## config.mk

```make
export PLATFORM = sky130hd
export DESIGN_NAME = multiplier_seq
export DESIGN_NICKNAME = d
export VERILOG_FILES = /design/src/rtl/multiplier_seq.sv
export SDC_FILE = /design/constraint.sdc
export NUM_CORES = 1
export LEC_CHECK = 0
export ABC_AREA = 1
export BUFFER_PORTS_ARGS = -buffer_cell sky130_fd_sc_hd__buf_2
export CELL_PAD_IN_SITES_DETAIL_PLACEMENT = 1
export CELL_PAD_IN_SITES_GLOBAL_PLACEMENT = 1
export CORE_MARGIN = 3
export CORE_UTILIZATION = 37
export DETAILED_ROUTE_END_ITERATION = 7
export PLACE_DENSITY = 0.75
export SLEW_MARGIN = 20
export SYNTH_ARGS = -nofsm -noshare
export SYNTH_HDL_FRONTEND = slang
export SYNTH_SLANG_ARGS = --single-unit
```

## constraint.sdc

```tcl
create_clock -name clock -period 3.2 [get_ports clock]
set_input_delay 0.32 -clock clock [delete_from_list [all_inputs] [get_ports clock]]
set_output_delay 0.32 -clock clock [all_outputs]
set_load 0.005 [all_outputs]
```

## src/rtl/multiplier_seq.sv

```systemverilog
// Sequential 32x32 signed multiplier using radix-2 Booth recoding.
// One Booth step per clock. The low 32 product bits and an overflow flag are
// registered on the final step. DONE lasts one cycle, then the FSM returns to IDLE.
module multiplier_seq (
  input  logic        clock,
  input  logic        reset,
  input  logic [31:0] data_operandA,
  input  logic [31:0] data_operandB,
  input  logic        ctrl_MULT,
  output logic [31:0] data_result,
  output logic        data_exception,
  output logic        mult_ready,
  output logic        mult_running
);

  localparam logic [1:0] IDLE = 2'd0;
  localparam logic [1:0] RUN  = 2'd1;
  localparam logic [1:0] DONE = 2'd2;

  logic [1:0]  state_reg;
  logic [5:0]  count_reg;
  logic [31:0] m_reg;
  logic [31:0] q_reg;
  logic [32:0] acc_reg;
  logic        q_m1_reg;
  logic [31:0] result_reg;
  logic        exception_reg;

  logic [32:0] m_ext;
  logic [32:0] sum;
  logic [32:0] acc_next;
  logic [31:0] q_next;
  logic        q_m1_next;
  logic [32:0] prod_hi;
  logic [31:0] sign_diff;
  logic        overflow;

  // One Booth step: add, subtract or keep M, then arithmetic-shift {acc, Q, q_-1} right by one.
  // The 33-bit accumulator lets -M be represented even when M = 0x80000000.
  always_comb begin
    m_ext = {m_reg[31], m_reg};
    sum   = acc_reg;
    case ({q_reg[0], q_m1_reg})
      2'b01:   sum = acc_reg + m_ext;
      2'b10:   sum = acc_reg - m_ext;
      default: sum = acc_reg;
    endcase
    acc_next  = {sum[32], sum[32:1]};
    q_next    = {sum[0], q_reg[31:1]};
    q_m1_next = q_reg[0];
  end

  // After the last step, product[63:31] must consist of 33 copies of one bit for the product to fit in 32 bits.
  assign prod_hi = {acc_next[31:0], q_next[31]};

  generate
    for (genvar gi = 0; gi < 32; gi++) begin : g_sign_diff
      assign sign_diff[gi] = prod_hi[gi] ^ prod_hi[gi + 1];
    end
  endgenerate

  assign overflow = |sign_diff;

  // FSM and datapath. Reset has the highest priority. A start request in any state then restarts the operation.
  always_ff @(posedge clock) begin
    if (reset) begin
      state_reg     <= IDLE;
      count_reg     <= 6'd0;
      m_reg         <= 32'd0;
      q_reg         <= 32'd0;
      acc_reg       <= 33'd0;
      q_m1_reg      <= 1'b0;
      result_reg    <= 32'd0;
      exception_reg <= 1'b0;
    end else if (ctrl_MULT) begin
      state_reg <= RUN;
      count_reg <= 6'd0;
      m_reg     <= data_operandA;
      q_reg     <= data_operandB;
      acc_reg   <= 33'd0;
      q_m1_reg  <= 1'b0;
    end else begin
      case (state_reg)
        RUN: begin
          acc_reg   <= acc_next;
          q_reg     <= q_next;
          q_m1_reg  <= q_m1_next;
          count_reg <= count_reg + 6'd1;
          if (count_reg == 6'd31) begin
            state_reg     <= DONE;
            result_reg    <= q_next;
            exception_reg <= overflow;
          end
        end
        DONE:    state_reg <= IDLE;
        default: state_reg <= IDLE;
      endcase
    end
  end

  assign data_result    = result_reg;
  assign data_exception = exception_reg;
  assign mult_ready     = (state_reg == DONE);
  assign mult_running   = (state_reg == RUN);

endmodule

```

Word level (Yosys, flattened, before mapping)
Index checks and enable logic that the tools add are counted.
- $add $sub $neg: 3
- eq/ne operators: 6
- mux-type cells: 6
- bitwise gates (word level): 34
- reductions and logical operators: 5
- operators by type and width (operator ; number):
    33-bit case mux with 2 select lines ; 1
    32-bit 2-to-1 mux ; 2
    32-bit by 32-bit adder with 33-bit output ; 1
    32-bit by 32-bit subtractor with 33-bit output ; 1
    32-bit OR reduction ; 1
    1-bit XOR ; 32
    6-bit by 1-bit adder with 6-bit output (second input constant) ; 1
    6-bit by 5-bit == test with 1-bit output (second input constant) ; 1
    2-bit by 1-bit == test with 1-bit output (second input constant) ; 2
    2-bit == test (second input constant) ; 2
    1-bit 2-to-1 mux ; 3
    3-bit by 2-bit inequality test with 1-bit output (second input constant) ; 1
    3-bit AND reduction ; 1
    3-bit OR reduction ; 1
    1-bit inverter ; 2
    2-bit nonzero test ; 1
    2-bit OR reduction ; 1
- register bits: 138
- output and inout port bits: 35
- word-level logic and storage cells: 63

Depth between registers and ports, before layout
- depth in word-level cells: 4
- gate-level depth with buffers: 33
- gate-level depth less buffers: 33

Least setup slack after synthesis
OpenSTA, ideal clock, no wires.
- path type: reg2reg
- from: register m_reg[0]
- to: register exception_reg (netlist: data_exception)
- library setup time: 117 ps
- arrival: 3189 ps
- data required time: 3083 ps
- slack: -106 ps
- stages on the path, launching flop included: 28
- period minus slack after synthesis: 3306 ps
- cells stage by stage: dfxtp_1 > inv_2 > ha_1 > nand3_1 > nor4_1 > nand2_1 > nor3_2 > inv_1 > nor2_1 > a31oi_1 > nor2_1 > xnor2_1 > inv_1 > ha_1 > nand2_1 > nor3_1 > and2_1 > nand2_2 > nand2_2 > nand2_1 > nand3_1 > nand2_1 > nor2_1 > nand3_1 > nor2_1 > nor2_1 > nor2_1 > nor2_1
- word-level cells in the longest chain between the ends: 4
- RTL lines (what ; RTL line ; RTL):
    start, declared ; 22 ; logic [31:0] m_reg;
    start signal, assigned ; 78 ; m_reg <= data_operandA;
    32-bit by 32-bit subtractor with 33-bit output or 32-bit by 32-bit adder with 33-bit output (tied branches) ; 45, 44 ;
    33-bit case mux with 2 select lines * ; 43 ; case ({q_reg[0], q_m1_reg})
    1-bit XOR ; 58 ; assign sign_diff[gi] = prod_hi[gi] ^ prod_hi[gi + 1];
    32-bit OR reduction * ; 62 ; assign overflow = |sign_diff;
    end signal, assigned ; 92 ; exception_reg <= overflow;
    end, declared ; 27 ; logic exception_reg;
Mark *: on every way between the ends. The rest lies on a longest branch, timed or not.
A chain may end at the register's enable or synchronous reset.

Worst setup path in the final report
- from: register m_reg[1]
- to: register exception_reg (netlist: data_exception)
Same word-level chain as after synthesis.

==> summary.md <==
| Metric | Value |
|---|---|
| Outcome | finished with violations |
| Violated checks | setup timing |
| Placed instance area | 11400 sq um |
| Unique cell type count in the Yosys netlist | 39 |
| Vias per Instance | ~5.5 |
| Wire length of the first global-routing pass | roughly 60000 microns |
| Worst path setup slack after routing | -1.32 ns |
| Clk sinks | 138 |
| Data arrival time of the critical path | 4.83 ns |
| Gr ovfl total | 0 |
| Relative max-transition margin | between 40% and 50% |
| Post-CTS clock slew at the launch and capture registers of the worst setup and hold paths | about 0.070 ns |
| Number of inserted diodes | 0 |
| Required time at the worst-slack endpoint | roughly 3.5 ns |
| Master cell of the clock root buffer | clkbuf_16 |
| Placed wire-length estimate | 26400 microns |
| CP endpoint kind | flip-flop |
| Port-buffer cells | slightly above 100 |
| Switching power of the nets | about 2.2 mW |
| Synth Area per Inst | between 5 and 6 sq um |
| Min-Delay Path Class | input port to flip-flop |
| Endpoint of the worst register-to-register path | data_exception$_SDFFE_PP0P_ |
| Peak Freq | around 220 MHz |
| Most used cell along the critical path | nand2_2 |
| Clock buffer count from CTS | 17 |
| Vias in the first global route | roughly 12000 |
| Floorplan die area | 27000 sq um |
| Simple-Gate Fraction of Synth Area | about 37% |
| Clock tree from TritonCTS | done |
| Warnings, synthesis | 0 |
| First-pass iteration count of the detailed router | 4 |
| Slack of the worst reg-to-reg path | -1.32 ns |
| Vias | 11888 |
| Fin Clk Skew | between 0.01 and 0.015 ns |
| Total nets after synthesis | roughly 1700 |
| Initial Util | between 30 and 40% |
| Num rows | between 50 and 60 |
| Dominant combinational cell family by area after synthesis | simple AND/OR/NAND/NOR gates |
| Highest ir drop seen on vdd | 380 uV |
| Clock latency on the worst-skew pair | roughly 0.44 ns |
| Average wire length per cell after detail routing | around 20 microns |
| Critical path class | flip-flop to flip-flop |
| Final Slew Violations | 0 |
| Cell depth of the worst flop-to-flop path | 31 |
| Max Cap Viol | 0 |
| Clock power share | 34.2% |
| Standard cell with the maximum stage delay on the critical path | dfxtp_2 |
| Critical Path Source Type | flip-flop |
| Iter 0 DRT Violations | ~770 |
| Maximum fanout along the worst path | 4 |
| Final TNS setup | -14.31 ns |
| Post-route cell area | around 14000 sq um |
| Reg2Reg Launch Point | m_reg[1]$_SDFFE_PP0P_ |
| Drt total wl | about 44000 microns |
| Slowest stage delay, CP | ~0.33 ns |
| Power per cell area | around 440 nW/um^2 |
| Compound-Gate Fraction of Synth Area | 13.3% |
| Sequential-to-total area share from yosys stat | between 20% and 30% |
| Maximum clock path buffer count | 2 |
| Leakage power figure | 6.62 nW |
| Switching share of power | 37.4% |
| Final weighted congestion of routability-driven global placement | just over 0.9 |
| Endpoints failing setup | 25 |
| Fraction of final layout cells with drive strength greater than 1 | between 30 and 40% |
| Overall power after layout | between 5 and 6 mW |
| Post-synthesis sequential element count | ~140 |
| Number of top-level pins | between 100 and 150 |
| Remaining routing DRC violations | 0 |
| X dimension of the die | between 150 and 200 microns |
| Flop pwr share | 31.4% |
| RSZ-0062 raised after global routing | true |
| Combinational fraction of design power | 34.4% |
| Startpoint of the worst setup timing path | m_reg[1]$_SDFFE_PP0P_ |
| Area of the core | between 20000 and 25000 sq um |
| Share of cell area taken by muxes after synthesis | 0% |
| Post-Synth XOR/XNOR Area | roughly 2.8% |
| Final-report hold violation count | 0 |
| Largest net degree at the start of global routing | 42 |
| Nets | around 1900 |
| GRT Total Usage | 27.0% |
| Capture point of the worst path | data_exception$_SDFFE_PP0P_ |
| Fill cell total of the finished layout | 3286 |
| Final cycle utilization of the critical path | 141% |
| Transition at the pin with the smallest max-transition slack | between 0.8 and 0.9 ns |
| Post-synthesis cell count | 1552 |
| Maximum level of the CTS H-tree | 4 |
| Synthesis-to-layout area growth | 45.9% |
| Initial antenna violation count | 2 |
| Number of nets still failing antenna checks after routing | 0 |
| Internal cell power | 3.70 mW |
| Post-synthesis instance area | 9290 sq um |
| Height of the die | approximately 160 microns |
| Minimum period implied by the final worst setup slack | around 4.5 ns |
| Adder-cell area share of the yosys netlist | approximately 4.9% |
## metal layers
layer | track usage (%) | wire length [microns]
met4 | 8.31 | 2120
met2 | 47.7 | 22000
met5 | 0 | 30
met1 | 33.2 | 17600
met3 | 4.94 | 2540
## cells in the final DEF, fill, tap and decap left out, types with 45 or more instances in the layout
cell type / synthesis / routed
nand2_1: 516 / 408
inv_1: 222 / 193
buf_4: 0 / 192
dfxtp_1: 138 / 136
nand2_2: 23 / 108
buf_2: 7 / 101
nor2_1: 135 / 98
a21oi_1: 98 / 77
o21ai_0: 77 / 66
nand3_1: 83 / 51
inv_2: 16 / 45
## kinds of logic (layout without fill, tap and decap cells)
group                    count (synthesis)  count (layout)
XOR/XNOR                                30              30
adder cells (fa/ha/maj)                 36              36
AO/OA/AOI/OAI                          230             230
buffers and inverters                  291             588
AND/OR/NAND/NOR                        827             827
flip-flops                             138             138
## worst min-delay path by stage
stage                                 from                          end  slack, ns  cells past startpoint
2_1_floorplan        q_m1_reg$_SDFFE_PP0P_        q_m1_reg$_SDFFE_PP0P_       0.43                      2
3_3_place_gp     count_reg[5]$_SDFFE_PP0P_    count_reg[5]$_SDFFE_PP0P_       0.45                      2
3_5_place_dp   data_result[5]$_SDFFE_PP0P_  data_result[5]$_SDFFE_PP0P_       0.46                      2
4_1_cts                  data_operandA[11]       m_reg[11]$_SDFFE_PP0P_       0.10                      3
5_1_grt                  data_operandA[30]       m_reg[30]$_SDFFE_PP0P_       0.12                      3
6_report                 data_operandA[11]       m_reg[11]$_SDFFE_PP0P_       0.11                      3
## area by class of cell
type	instances	area, sq um	area share [%]
Tap cell	324	405	2.99
Clock inverter	14	153	1.13
Timing Repair Buffer	318	2240	16.5
Clock buffer	18	429	3.17
Inverter	238	893	6.59
Multi-Input combinational cell	1123	6670	49.2
Sequential cell	138	2770	20.4
## power by group through the flow
| stage | Sequential, mW | Combinational [mW] | Clock (mW) |
|---|---|---|---|
| 6_report | 1.86 | 2.03 | 2.02 |
| 3_5_place_dp | 1.88 | 1.47 | 0 |
| 3_3_place_gp | 1.88 | 1.42 | 0 |
| 5_1_grt | 1.86 | 2.16 | 2.11 |
| 2_1_floorplan | 1.87 | 0.802 | 0 |
| 4_1_cts | 1.85 | 1.64 | 2.02 |
## cells in the mapped netlist
cell type | n | area share [%]
nand4_1 | 13 | 0.88
or2_1 | 2 | 0.13
clkbuf_1 | 45 | 1.8
o21ai_2 | 4 | 0.38
inv_1 | 222 | 9.0
buf_1 | 1 | 0.040
a31oi_1 | 35 | 2.4
nor2_1 | 135 | 5.5
and3_1 | 1 | 0.067
a21oi_2 | 1 | 0.094
nand2_1 | 516 | 21
fa_1 | 1 | 0.22
nand2_2 | 23 | 1.5
a211oi_1 | 2 | 0.16
nor3_1 | 17 | 0.92
a21oi_1 | 98 | 5.3
nor2_2 | 11 | 0.74
nand3_1 | 83 | 4.5
o21bai_1 | 1 | 0.081
o21ai_0 | 77 | 4.1
xnor2_1 | 7 | 0.66
dfxtp_1 | 138 | 30
xor2_1 | 23 | 2.2
o21ai_1 | 4 | 0.22
nand3_2 | 5 | 0.54
or2_2 | 8 | 0.54
nor3_4 | 1 | 0.18
nor3_2 | 3 | 0.32
o22ai_1 | 1 | 0.067
nor2_4 | 1 | 0.12
nor4_1 | 3 | 0.20
and2_1 | 3 | 0.20
ha_1 | 35 | 4.7
o211ai_1 | 3 | 0.24
buf_2 | 7 | 0.38
nand3b_1 | 2 | 0.16
a21o_1 | 2 | 0.16
inv_2 | 16 | 0.65
o31ai_1 | 2 | 0.16
## through the flow
stage,cells,hold WS (ns),util (%),worst slack [ns]
after floorplan,1552,0.433,-,-0.0301
after global placement,2109,0.447,46.5,-0.636
after detailed placement,2109,0.458,46.5,-0.786
after CTS,2158,0.105,51.6,-0.721
after global routing,2173,0.121,55.2,-1.41
final,2173,0.107,55.2,-1.32
## repair_timing
action / in CTS / in global routing
setup buffers: 17 / 16
hold buffers: 0 / 0
setup endpoints to repair: 19 / 25
pin swaps: 48 / 116
cloned: 0 / 0
gates resized for setup: 150 / 217
## critical path, delay by kind of cell, from the launching register on
family	cells	cell delay (ns)
adders and majority gates	1	0.30
buffers and inverters	7	0.80
xor gates and xnor gates	1	0.20
AOI/OAI and AO/OA	1	0.23
DFF	1	0.33
and+or+nand+nor	21	2.51
Note: power is estimated with default switching activity, not from simulation.
